[config.mk]
export PLATFORM = sky130hd
export DESIGN_NAME = operand_gen_flat
export DESIGN_NICKNAME = d
export VERILOG_FILES = /design/src/rtl/operand_gen_if.sv /design/src/rtl/operand_gen.sv /design/src/flat_wrapper.sv
export SDC_FILE = /design/constraint.sdc
export NUM_CORES = 1
export LEC_CHECK = 0
export ABC_AREA = 1
export CORE_UTILIZATION = 30
export CTS_CLUSTER_DIAMETER = 200
export CTS_CLUSTER_SIZE = 20
export DETAILED_ROUTE_END_ITERATION = 12
export PLACE_DENSITY = 0.59
export SKIP_LAST_GASP = 1
export SLEW_MARGIN = 20
export SYNTH_ARGS = -nofsm -noshare
export SYNTH_HDL_FRONTEND = slang
export SYNTH_SLANG_ARGS = --single-unit
[constraint.sdc]
create_clock -name clk -period 3.04 [get_ports clk]
set_input_delay 0.608 -clock clk [delete_from_list [all_inputs] [get_ports clk]]
set_output_delay 0.608 -clock clk [all_outputs]
set_load 0.1 [all_outputs]
[src/rtl/operand_gen_if.sv]
// Operand-pair stream between operand_gen (master) and the downstream add/sub stage (slave).
interface operand_gen_if #(
    parameter int unsigned OP_W = 4
);
    logic            out_valid;
    logic            out_ready;
    logic [OP_W-1:0] a;
    logic [OP_W-1:0] b;

    modport master (
        output out_valid,
        output a,
        output b,
        input  out_ready
    );

    modport slave (
        input  out_valid,
        input  a,
        input  b,
        output out_ready
    );
endinterface

[src/rtl/operand_gen.sv]
// LFSR-driven operand-pair generator: emits count_n (a, b) pairs over a valid/ready stream,
// then pulses done for one cycle. All outputs are registered.
module operand_gen #(
    parameter int unsigned OP_W = 4
) (
    input  logic                clk,
    input  logic                rst,
    input  logic                start,
    input  logic [7:0]          count_n,
    input  logic [7:0]          seed,
    operand_gen_if.master       out,
    output logic                busy,
    output logic                done,
    output logic [7:0]          sent_cnt
);

    typedef enum logic [1:0] {
        StIdle,
        StRun,
        StDone
    } state_e;

    state_e     state_q;
    logic [7:0] lfsr_q;
    logic [7:0] count_q;

    logic [7:0] seed_eff;
    logic [7:0] lfsr_nxt;
    logic [7:0] sent_inc;
    logic       hs;

    function automatic logic [7:0] lfsr_step(input logic [7:0] q);
        return {q[6:0], q[7] ^ q[5] ^ q[4] ^ q[3]};
    endfunction

    // An all-zero seed would lock the LFSR, so it is replaced by 8'h01.
    assign seed_eff = (seed == 8'h00) ? 8'h01 : seed;
    assign lfsr_nxt = lfsr_step(lfsr_q);
    assign sent_inc = sent_cnt + 8'd1;
    assign hs       = out.out_valid && out.out_ready;

    always_ff @(posedge clk) begin
        if (rst) begin
            state_q       <= StIdle;
            lfsr_q        <= 8'h01;
            count_q       <= 8'h00;
            sent_cnt      <= 8'h00;
            busy          <= 1'b0;
            done          <= 1'b0;
            out.out_valid <= 1'b0;
            out.a         <= '0;
            out.b         <= '0;
        end else begin
            unique case (state_q)
                StIdle: begin
                    done <= 1'b0;
                    if (start) begin
                        lfsr_q   <= seed_eff;
                        count_q  <= count_n;
                        sent_cnt <= 8'h00;
                        out.a    <= seed_eff[OP_W-1:0];
                        out.b    <= seed_eff[2*OP_W-1:OP_W];
                        if (count_n == 8'h00) begin
                            state_q <= StDone;
                            done    <= 1'b1;
                        end else begin
                            state_q       <= StRun;
                            busy          <= 1'b1;
                            out.out_valid <= 1'b1;
                        end
                    end
                end
                StRun: begin
                    // Without a handshake everything holds, so a/b stay stable for the consumer.
                    if (hs) begin
                        lfsr_q   <= lfsr_nxt;
                        sent_cnt <= sent_inc;
                        out.a    <= lfsr_nxt[OP_W-1:0];
                        out.b    <= lfsr_nxt[2*OP_W-1:OP_W];
                        if (sent_inc == count_q) begin
                            state_q       <= StDone;
                            busy          <= 1'b0;
                            done          <= 1'b1;
                            out.out_valid <= 1'b0;
                        end
                    end
                end
                StDone: begin
                    done    <= 1'b0;
                    state_q <= StIdle;
                end
                default: begin
                    state_q       <= StIdle;
                    busy          <= 1'b0;
                    done          <= 1'b0;
                    out.out_valid <= 1'b0;
                end
            endcase
        end
    end

endmodule

[src/flat_wrapper.sv]
// flat-port wrapper written by rule: the top's interface ports become plain ports
module operand_gen_flat 
#(
    parameter int unsigned OP_W = 4
)
  (clk, rst, start, count_n, seed, busy, done, sent_cnt, out_out_valid, out_a, out_b, out_out_ready);
  operand_gen_if #(.OP_W(OP_W)) out_i ();
  input  logic clk;
  input  logic rst;
  input  logic start;
  input  logic [7:0] count_n;
  input  logic [7:0] seed;
  output logic busy;
  output logic done;
  output logic [7:0] sent_cnt;
  output wire logic [$bits(out_i.out_valid)-1:0] out_out_valid;
  output wire logic [$bits(out_i.a)-1:0] out_a;
  output wire logic [$bits(out_i.b)-1:0] out_b;
  input wire logic [$bits(out_i.out_ready)-1:0] out_out_ready;
  assign out_out_valid = out_i.out_valid;
  assign out_a = out_i.a;
  assign out_b = out_i.b;
  assign out_i.out_ready = out_out_ready;
  operand_gen #(.OP_W(OP_W)) u_core (.clk(clk), .rst(rst), .start(start), .count_n(count_n), .seed(seed), .out(out_i), .busy(busy), .done(done), .sent_cnt(sent_cnt));
endmodule
==> metrics.yaml <==
design_area_mm2: 0.00203
die_area_mm2: 0.00562
r2r_cells: 9
use_met1: 0.199
synthXorXnorAreaFrac: 0.0274
cts-buffers-inserted: 5
yosys.area_share.simple: 0.339
hold_buffers: 0
holdCritStartpoint: "u_core.done"
rr_endpoint: "u_core.lfsr_q[0]"
synth_top_family_by_area: "simple AND/OR/NAND/NOR gates"
cts.sinks: 29
drive_above_1_share: 0.158
r2r-start: "u_core.state_q[0]"
diodes: 0
ant_nets: 0
initial_utilization: 0.313
fmax_mhz: 454
route.detailed.drc: 0
dieHeight_um: 75.0
insertion_delay_ns: 0.28
ys_types: 28
vias: 1539
multi_input_area_um2: 828
use_met3: 0.0428
grt_pass1_vias: 1342
nFillCells: 544
required_ns: 3.19
yosys.area.top_type: "dfxtp_1"
cts_resized: 0
synth_compound_area_frac: 0.144
period_share: 0.725
synth_area_mm2: 0.00160
worst_ir_drop_vdd_uv: 330
hold_viol: 0
startpoint_type: "flop"
clk_pin_slew_ns: 0.06
syn_to_final_growth_pct: 27.0
finalNetCount: 286
cts_tree: "done"
drtIter0Drc: 82
wire_per_inst_um: 10.8
critPathCapture: "u_core.lfsr_q[0]"
place_congestion: 0.839
fin_cells: 336
final_util: 0.397
postCtsSetupRepairBufs: 0
syn_nets: 255
dp.cells: 328
die_w_um: 75.0
layout_min_cycle_time_ns: 2.20
comb_power_share: 0.504
skew_ns: 0.00332
slew_headroom: 0.544
arrival_ns: 2.35
antenna_found_initial: 0
placed_area_mm2: 0.00193
pre_cts_ws_ns: 0.586
setup_ws_ns: 0.836
clkPwrFrac: 0.194
grt-ovfl-total: 0
outcome: "finished clean"
p_per_area_mw_per_mm2: 894
yosysMostFrequentCell: "nand2_1"
switching_share: 0.500
crit_type: "flop to flop"
use_met2: 0.207
htree_num_levels: 2
dp_hpwl_um: 2800
postSynthCellCount: 234
tns_ns: 0
rrSetupSlack_ns: 0.84
avgViaCountPerCell: 4.58
cp_max_fo: 18
post_synth_most_frequent_cells: "56 x nand2_1, 29 x dfxtp_1, 23 x nor2_1"
endpoint_kind: "flop"
grt_max_degree: 20
p_int_uw: 905
maxCapViolCount: 0
worstMarginPinSlew_ns: 0.682
synth_edf_count: 0
grt_most_used_layer: "met2"
ys_ff_latch: 29
yosysWarnings: 0
clockBufferDepth: 2
grt_pass1_wl_um: 6030
async_flop_share: 0
rsz0062_at_grt: "no"
yosysSeqAreaShare: 0.364
clockRootBuffer: "clkbuf_8"
hold_path.class: "flop to flop"
ys.flop_type: "dfxtp_1"
finalMaxSlewViolations: 0
drt-total-wl_um: 3630
finalSetupViolCount: 0
yosys.area.top_type_share: 0.364
synth_area_per_cell_um2: 6.82
synth_adder_area_share: 0.00784
track_usage: 0.143
io_buffers: 38
dr.pass1.iters: 4
core-area_mm2: 0.00511
p_leak_uw: 0.000878
ys_top_cells_by_area: "dfxtp_1 36%, nand2_1 13%, nand3_1 6.0%"
final-seq-area_um2: 581
cp-startpoint: "u_core.state_q[0]"
synth.area.mux_share: 0
seqPwrFrac: 0.302
io_pins: 39
power.switching_uw: 907
std_cell_rows: 26
-- stage by stage --
stage	total power, µW	hold slack (ns)
after global placement	1470	0.455
after floorplan	1330	0.443
after CTS	1830	0.479
after detailed placement	1470	0.466
final	1810	0.475
after global routing	1950	0.507
-- worst max-delay path, stage by stage, from the launching register on --
cell and delay, ns:
dfxtp_1 0.32, inv_1 0.05, nor2_1 0.03, buf_4 0.17, inv_1 0.28, nor2_2 0.13, nor2_1 0.55, inv_2 0.27
o211ai_1 0.19, nand3_1 0.09
-- logic make-up (layout without fill, tap and decap cells) --
family,Yosys count,after routing
simple gates,118,118
compound gates,42,42
buf+inv,39,71
flops,29,29
xor+xnor,5,5
fa+ha+maj,1,1
-- cell usage in the layout, fill, tap and decap left out --
cell type and count:
o211ai_1 1, a21oi_1 12, xnor2_1 3, o21ai_0 19, dfxtp_1 29, inv_2 2
nand2_4 1, nand3_1 19, nor2_2 2, a211oi_1 1, nand3_2 1, o21bai_1 1
nor2_4 3, nor3_1 1, clkdlybuf4s50_1 19, clkbuf_8 7, nor2_1 23, inv_1 22
nand2_2 5, a31oi_1 7, ha_1 1, nand2_1 56, a211o_1 1, nand3b_1 2
clkinv_2 1, xor2_1 2, nand4_1 2, nor4_1 3, buf_4 20
-- state kept, by name (all words and copies together) (netlist names) --
register,flops
u_core.count_q,8
u_core.done,1
u_core.lfsr_q,2
u_core.out.a,3
u_core.out.b,4
u_core.out.out_valid,1
u_core.sent_cnt,8
u_core.state_q,2
-- how the worst min path moves through the flow --
stage                     cells after the start                 to  slack (ns)
final                                         2        u_core.done        0.47
after global routing                          2  u_core.count_q[6]        0.51
after global placement                        2        u_core.done        0.45
after detailed placement                      2        u_core.done        0.47
after CTS                                     2  u_core.count_q[6]        0.48
after floorplan                               2   u_core.lfsr_q[0]        0.44
-- final cells by class --
type	count	area share
well taps	70	0.0432
multi-input cells	166	0.408
inverters	24	0.0444
flip-flops and latches	29	0.286
clock inverters	1	0.00247
repair buffers	39	0.168
clock buffers	7	0.0475
-- layer usage --
layer,vias to the layer above,part of all wire
met4,0,0.014
met3,6,0.051
met5,-,0
met1,674,0.49
li1,819,-
met2,40,0.44
-- power by group through the flow --
stage	clock network, µW	registers [µW]	logic [µW]
2_1_floorplan	0	727	607
6_report	351	547	914
4_1_cts	361	548	920
3_3_place_gp	0	557	917
3_5_place_dp	0	556	918
5_1_grt	384	563	1000
No activity file was read; power rests on OpenSTA's default activity.
